==> src/rtl/prf_free_queue_if.sv <==
// prf_free_queue_if: bundle between the rename/commit side (master) and the physical-register
// free queue (slave).
//   alloc_req   master->slave  rename wants a destination tag this cycle
//   alloc_valid slave->master  a speculative tag is available
//   alloc_phys  slave->master  tag at the speculative head
//   commit_en   master->slave  a tag-allocating instruction committed
//   free_en     master->slave  return free_phys to the queue
//   free_phys   master->slave  tag being released
//   flush       master->slave  squash every speculative allocation
//   free_count  slave->master  entries available for speculative allocation
//   dbg_err     slave->master  sticky protocol-error flag
interface prf_free_queue_if #(
  parameter int unsigned NUM_PHYS = 64,
  parameter int unsigned NUM_ARCH = 32
);
  localparam int unsigned TAG_W = $clog2(NUM_PHYS);
  localparam int unsigned DEPTH = NUM_PHYS - NUM_ARCH;
  localparam int unsigned CNT_W = $clog2(DEPTH + 1);

  logic             alloc_req;
  logic             alloc_valid;
  logic [TAG_W-1:0] alloc_phys;
  logic             commit_en;
  logic             free_en;
  logic [TAG_W-1:0] free_phys;
  logic             flush;
  logic [CNT_W-1:0] free_count;
  logic             dbg_err;

  modport master (
    output alloc_req, commit_en, free_en, free_phys, flush,
    input  alloc_valid, alloc_phys, free_count, dbg_err
  );

  modport slave (
    input  alloc_req, commit_en, free_en, free_phys, flush,
    output alloc_valid, alloc_phys, free_count, dbg_err
  );
endinterface

==> src/rtl/prf_free_queue.sv <==
// prf_free_queue: physical-register free list with a speculative head (rename allocations) and
// a committed head (retired allocations). A flush copies the committed head into the
// speculative head, so recovery takes a single edge.
// Ports:
//   clk  clock
//   rst  synchronous, active-high reset
//   bus  prf_free_queue_if.slave (alloc/commit/free/flush handshake, free_count, dbg_err)
// Optional feature: define FREE_LIST_CHECK_EN to add a free bitmap with double-free
// detection and a sticky dbg_err flag; without it dbg_err is tied 0.
module prf_free_queue #(
  parameter int unsigned NUM_PHYS = 64,
  parameter int unsigned NUM_ARCH = 32
) (
  input logic             clk,
  input logic             rst,
  prf_free_queue_if.slave bus
);
  localparam int unsigned TAG_W = $clog2(NUM_PHYS);
  localparam int unsigned DEPTH = NUM_PHYS - NUM_ARCH;
  localparam int unsigned CNT_W = $clog2(DEPTH + 1);
  localparam int unsigned IDX_W = (DEPTH > 1) ? $clog2(DEPTH) : 1;
  localparam int unsigned PTR_W = IDX_W + 1;

  // Pointer = {wrap, index}; explicit wrap keeps non-power-of-two depths correct.
  function automatic logic [PTR_W-1:0] ptr_inc(input logic [PTR_W-1:0] p);
    logic [PTR_W-1:0] r;
    if (p[IDX_W-1:0] == IDX_W'(DEPTH - 1)) begin
      r = {~p[IDX_W], {IDX_W{1'b0}}};
    end else begin
      r = p + PTR_W'(1);
    end
    return r;
  endfunction

  // Number of entries from b up to (not including) a.
  function automatic logic [CNT_W-1:0] ptr_diff(input logic [PTR_W-1:0] a,
                                                 input logic [PTR_W-1:0] b);
    logic [CNT_W-1:0] ai;
    logic [CNT_W-1:0] bi;
    ai = CNT_W'(a[IDX_W-1:0]);
    bi = CNT_W'(b[IDX_W-1:0]);
    if (a[IDX_W] == b[IDX_W]) begin
      return ai - bi;
    end
    return CNT_W'(DEPTH) - bi + ai;
  endfunction

  logic [TAG_W-1:0] entries_q [DEPTH];
  logic [PTR_W-1:0] spec_head_q, spec_head_d;
  logic [PTR_W-1:0] commit_head_q, commit_head_d;
  logic [PTR_W-1:0] tail_q, tail_d;

  logic [CNT_W-1:0] free_cnt;
  logic             can_alloc;
  logic             commit_ok;
  logic             free_room;
  logic             free_ok;

  always_comb begin
    free_cnt  = ptr_diff(tail_q, spec_head_q);
    can_alloc = (free_cnt != '0);
    // Commit may only retire tags that rename has actually handed out.
    commit_ok     = bus.commit_en && (commit_head_q != spec_head_q);
    commit_head_d = commit_ok ? ptr_inc(commit_head_q) : commit_head_q;
    // A same-cycle commit makes room for the old mapping it releases.
    free_room = (ptr_diff(tail_q, commit_head_d) != CNT_W'(DEPTH));
  end

`ifdef FREE_LIST_CHECK_EN
  // Bit set while a tag sits between commit_head and tail (committed-free).
  logic [NUM_PHYS-1:0] bitmap_q, bitmap_d;
  logic [TAG_W-1:0]    commit_tag;
  logic                dbl_free;
  logic                proto_err;
  logic                dbg_err_q;

  always_comb begin
    commit_tag = entries_q[commit_head_q[IDX_W-1:0]];
    dbl_free   = bitmap_q[bus.free_phys] && !(commit_ok && (commit_tag == bus.free_phys));
    free_ok    = bus.free_en && free_room && !dbl_free;
    proto_err  = (bus.commit_en && !commit_ok) || (bus.free_en && !free_ok);
    bitmap_d   = bitmap_q;
    if (commit_ok) bitmap_d[commit_tag] = 1'b0;
    if (free_ok)   bitmap_d[bus.free_phys] = 1'b1;
  end

  always_ff @(posedge clk) begin
    if (rst) begin
      for (int unsigned i = 0; i < NUM_PHYS; i++) begin
        bitmap_q[i] <= (i >= NUM_ARCH);
      end
      dbg_err_q <= 1'b0;
    end else begin
      bitmap_q  <= bitmap_d;
      dbg_err_q <= dbg_err_q | proto_err;
    end
  end

  assign bus.dbg_err = dbg_err_q;
`else
  always_comb begin
    free_ok = bus.free_en && free_room;
  end

  assign bus.dbg_err = 1'b0;
`endif

  always_comb begin
    tail_d = free_ok ? ptr_inc(tail_q) : tail_q;
    // Flush wins over a same-cycle alloc; alloc_valid is pre-edge, so no free->alloc bypass.
    if (bus.flush) begin
      spec_head_d = commit_head_d;
    end else if (bus.alloc_req && can_alloc) begin
      spec_head_d = ptr_inc(spec_head_q);
    end else begin
      spec_head_d = spec_head_q;
    end
  end

  always_ff @(posedge clk) begin
    if (rst) begin
      spec_head_q   <= '0;
      commit_head_q <= '0;
      tail_q        <= {1'b1, {IDX_W{1'b0}}};
      for (int unsigned i = 0; i < DEPTH; i++) begin
        entries_q[i] <= TAG_W'(NUM_ARCH + i);
      end
    end else begin
      spec_head_q   <= spec_head_d;
      commit_head_q <= commit_head_d;
      tail_q        <= tail_d;
      if (free_ok) entries_q[tail_q[IDX_W-1:0]] <= bus.free_phys;
    end
  end

  assign bus.alloc_valid = can_alloc;
  assign bus.alloc_phys  = entries_q[spec_head_q[IDX_W-1:0]];
  assign bus.free_count  = free_cnt;

endmodule

==> src/flat_wrapper.sv <==
// flat-port wrapper written by rule: the top's interface ports become plain ports
module prf_free_queue_flat 
#(
  parameter int unsigned NUM_PHYS = 64,
  parameter int unsigned NUM_ARCH = 32
)
  (clk, rst, bus_alloc_req, bus_commit_en, bus_free_en, bus_free_phys, bus_flush, bus_alloc_valid, bus_alloc_phys, bus_free_count, bus_dbg_err);
  prf_free_queue_if #(.NUM_PHYS(NUM_PHYS), .NUM_ARCH(NUM_ARCH)) bus_i ();
  input logic clk;
  input logic rst;
  input wire logic [$bits(bus_i.alloc_req)-1:0] bus_alloc_req;
  input wire logic [$bits(bus_i.commit_en)-1:0] bus_commit_en;
  input wire logic [$bits(bus_i.free_en)-1:0] bus_free_en;
  input wire logic [$bits(bus_i.free_phys)-1:0] bus_free_phys;
  input wire logic [$bits(bus_i.flush)-1:0] bus_flush;
  output wire logic [$bits(bus_i.alloc_valid)-1:0] bus_alloc_valid;
  output wire logic [$bits(bus_i.alloc_phys)-1:0] bus_alloc_phys;
  output wire logic [$bits(bus_i.free_count)-1:0] bus_free_count;
  output wire logic [$bits(bus_i.dbg_err)-1:0] bus_dbg_err;
  assign bus_i.alloc_req = bus_alloc_req;
  assign bus_i.commit_en = bus_commit_en;
  assign bus_i.free_en = bus_free_en;
  assign bus_i.free_phys = bus_free_phys;
  assign bus_i.flush = bus_flush;
  assign bus_alloc_valid = bus_i.alloc_valid;
  assign bus_alloc_phys = bus_i.alloc_phys;
  assign bus_free_count = bus_i.free_count;
  assign bus_dbg_err = bus_i.dbg_err;
  prf_free_queue #(.NUM_PHYS(NUM_PHYS), .NUM_ARCH(NUM_ARCH)) u_core (.clk(clk), .rst(rst), .bus(bus_i));
endmodule
==> config.mk <==
export PLATFORM = sky130hd
export DESIGN_NAME = prf_free_queue_flat
export DESIGN_NICKNAME = d
export VERILOG_FILES = /design/src/rtl/prf_free_queue_if.sv /design/src/rtl/prf_free_queue.sv /design/src/flat_wrapper.sv
export SDC_FILE = /design/constraint.sdc
export NUM_CORES = 1
export LEC_CHECK = 0
export ABC_AREA = 1
export CAP_MARGIN = 20
export CORE_MARGIN = 2
export CORE_UTILIZATION = 45
export CTS_CLUSTER_DIAMETER = 50
export DETAILED_ROUTE_END_ITERATION = 8
export PLACE_DENSITY = 0.57
export SYNTH_ARGS = -nofsm -noshare
export SYNTH_HDL_FRONTEND = slang
export SYNTH_SLANG_ARGS = --single-unit
==> constraint.sdc <==
create_clock -name clk -period 4.8 [get_ports clk]
set_clock_uncertainty 0.15 [all_clocks]
set_input_delay 1.2 -clock clk [delete_from_list [all_inputs] [get_ports clk]]
set_output_delay 1.2 -clock clk [all_outputs]
set_load 0.01 [all_outputs]
==> metrics.txt <==
First DRT Iteration DRCs=between 800 and 900; capture point of the worst reg-to-reg path=u_core.entries_q[3][2]; total routing resource utilization after global routing=0.237; status=finished, final reports clean; number of top-level pins=26; arrival time of the worst setup path=between 3 and 4 ns; relative area change from synthesis to final layout=11.9%; sequential fraction of the synthesis area=0.573; maximum number of buffers from clock root to sink=3; post-layout instance count excluding filler cells=approximately 1.5k; Starting Density=0.460; gpl congestion=0.870; count of final setup violators=0; number of buffers added for setup after CTS=0; highest clock frequency the design can meet=0.222 GHz; total negative setup slack=0 ns; worst-case vdd ir drop=about 0.00021 V; mean instance size in the synthesized netlist=between 9 and 10 um2; number of warning messages in the yosys log=0; Std-Cell Rows=between 50 and 60; leakage component of the power=roughly 4.0 nW; path category of the worst min-delay check=reg2reg; power per cell area=about 440 nW/um2; CP Launch Type=flop; main area contributors after synthesis=sky130_fd_sc_hd__edfxtp_1, sky130_fd_sc_hd__nor2_1, sky130_fd_sc_hd__nand3_1; remaining global-route overflow=0; number of buffers created by CTS=27; classification of the worst setup path=reg2out; die extent in y=roughly 160 um; slew at the pin closest to its max-slew limit=0.910 ns; largest net degree at the start of global routing=55; post-DP HPWL=around 20000 um; Hold EP=u_core.tail_q[0]; first-pass GRT wire length=between 40000 and 50000 um; initial antenna violation count=0; most common library cells after synthesis=sky130_fd_sc_hd__nor2_1, sky130_fd_sc_hd__edfxtp_1, sky130_fd_sc_hd__nand3_1; Remaining DRCs=0; number of global-route vias before repair=between 8k and 9k; clock tree from TritonCTS=done; Final Hold Slack=just over 0.4 ns; die outline area=25400 um2; Worst R2R Start=u_core.spec_head_q[1]; Final ANT Viol Nets=0; final critical path time including I/O delays and setup=4.51 ns; H-tree levels=1; synthesized netlist net count=roughly 1.2k; Worst EP required=around 3.5 ns; maximum net fanout on the critical path=48; Slew Viols, Final=0; clock transition at the registers of the reported paths=roughly 0.06 ns; count of placed standard cells including taps=about 1.4k; via count of the routed design=between 8k and 9k; most repeated cell in the gate-level netlist after synthesis=sky130_fd_sc_hd__nor2_1; number of resized instances in the post-cts repair step=0; number of maximum-capacitance constraint violations=0; number of enable-type register cells in the synthesized netlist=~190; Die Span X=around 160 um; routed wire length=approximately 30000 um; final core utilization=0.515; WHS Path Cells=2; first-pass iteration count of the detailed router=7; core region area=~24000 um2; cell taking the most area after synthesis=sky130_fd_sc_hd__edfxtp_1; endpoint kind of the worst setup timing path=primary output; insertion delay to the later sink of the worst-skew pair=approximately 0.52 ns; number of buffers added to fix hold violations after cts=0; top-area cell type share of the netlist area=0.530; RSZ-0062 raised after global routing=false; hold violation count in the final report=0; Async SR Flop Fraction=0; CTS sink count=215; number of synthesized register bits=215; dpl ws=-0.0272 ns; final critical-path setup slack=between 0.2 and 0.3 ns; average routed wire per standard cell=20.1 um; Relative slew margins=0.392; Netlist Area Pre-Place=~11000 um2; part of the cycle the worst path needs=0.939; number of cells on the worst reg-to-reg path=26; number of buffers added on ports=24; launch point of the worst hold path=u_core.tail_q[0]; layout cell share with drive strength beyond 1=0.0833; clock root cell=sky130_fd_sc_hd__clkbuf_16; number of vias per cell after detailed routing=roughly 5.7; number of cells produced by synthesis=1142; number of library cell types mapped by synthesis=37; setup slack of the most critical reg-to-reg path=0.75 ns; nets=1179; diode insertion count for antenna repair=0; dominant register cell in the synthesized netlist=sky130_fd_sc_hd__edfxtp_1
## sequential cells by signal (all words and copies together), names as in the netlist, named ones only
signal	flops
u_core.commit_head_q	6
u_core.entries_q	192
u_core.spec_head_q	6
u_core.tail_q	6
## kinds of logic after synthesis
group,count (synthesis),synth area share
DFF,215,0.573
and+or+nand+nor,541,0.213
AOI/OAI and AO/OA,208,0.113
other,1,0.000345
buffers and inverters,145,0.0654
adders and majority gates,23,0.0279
xor gates and xnor gates,9,0.00725
## cell usage in the layout (no fill, tap or decap), drive strengths merged, types with 11 or more instances in the layout
| master | Yosys | final |
|---|---|---|
| dfxtp | 23 | 23 |
| a21oi | 20 | 20 |
| clkdlybuf4s50 | 0 | 24 |
| buf | 16 | 26 |
| inv | 65 | 67 |
| o21ai | 125 | 125 |
| nor3 | 11 | 11 |
| o221ai | 38 | 38 |
| o22ai | 11 | 11 |
| nand2 | 137 | 137 |
| nand3 | 140 | 140 |
| ha | 21 | 21 |
| nor2 | 247 | 247 |
| edfxtp | 192 | 192 |
| clkinv | 3 | 12 |
| clkbuf | 61 | 35 |
## through the flow
stage	cell area [um2]	power (W)
4_1_cts	12200	0.00532
2_1_floorplan	10900	0.00299
6_report	12200	0.00531
3_3_place_gp	11300	0.00342
3_5_place_dp	11300	0.00342
5_1_grt	12200	0.00554
## critical path, stage by stage (launching register included)
cell and delay, ns:
sky130_fd_sc_hd__dfxtp_2 0.45, sky130_fd_sc_hd__inv_4 0.27, sky130_fd_sc_hd__buf_12 0.25, sky130_fd_sc_hd__o21ai_0 0.13, sky130_fd_sc_hd__o221ai_1 0.42, sky130_fd_sc_hd__nand3_1 0.15, sky130_fd_sc_hd__a32oi_1 0.33, sky130_fd_sc_hd__clkdlybuf4s50_1 0.60
## per-layer routing
| metal | vias to the layer above | wire (um) | GRT usage |
|---|---|---|---|
| li1 | 4013 | - | - |
| met3 | 51 | 2420 | 0.0435 |
| met5 | - | 0 | 0 |
| met1 | 4000 | 13000 | 0.333 |
| met4 | 0 | 697 | 0.0649 |
| met2 | 329 | 13700 | 0.378 |
## power breakdown
| part | switching, W | internal [W] | leakage, nW |
|---|---|---|---|
| Sequential | 0.0000639 | 0.00210 | 1.78 |
| Clock | 0.000792 | 0.00113 | 0.405 |
| Combinational | 0.000808 | 0.000420 | 1.82 |
| Total | 0.00166 | 0.00364 | 4.00 |
## worst max-delay path by stage
stage / slack [ns] / endpoint / from / cells after the start
2_1_floorplan: 0.77 / u_core.entries_q[20][0] / bus_commit_en / 18
3_3_place_gp: 0.05 / u_core.entries_q[3][5] / bus_commit_en / 22
3_5_place_dp: -0.03 / u_core.entries_q[2][3] / bus_commit_en / 22
4_1_cts: 0.22 / bus_alloc_phys[2] / flop / 7
5_1_grt: 0.07 / bus_alloc_phys[5] / flop / 9
6_report: 0.29 / bus_alloc_phys[2] / flop / 7
## area by class of cell
cell class | count | area [um2]
Clock inverter | 14 | 118
Timing Repair Buffer | 50 | 498
Sequential cell | 215 | 6230
Fill cell | 2198 | 11400
Tap cell | 319 | 399
Inverter | 68 | 263
Clock buffer | 35 | 726
Multi-Input combinational cell | 782 | 3930
Note: power is estimated with default switching activity, not from simulation.
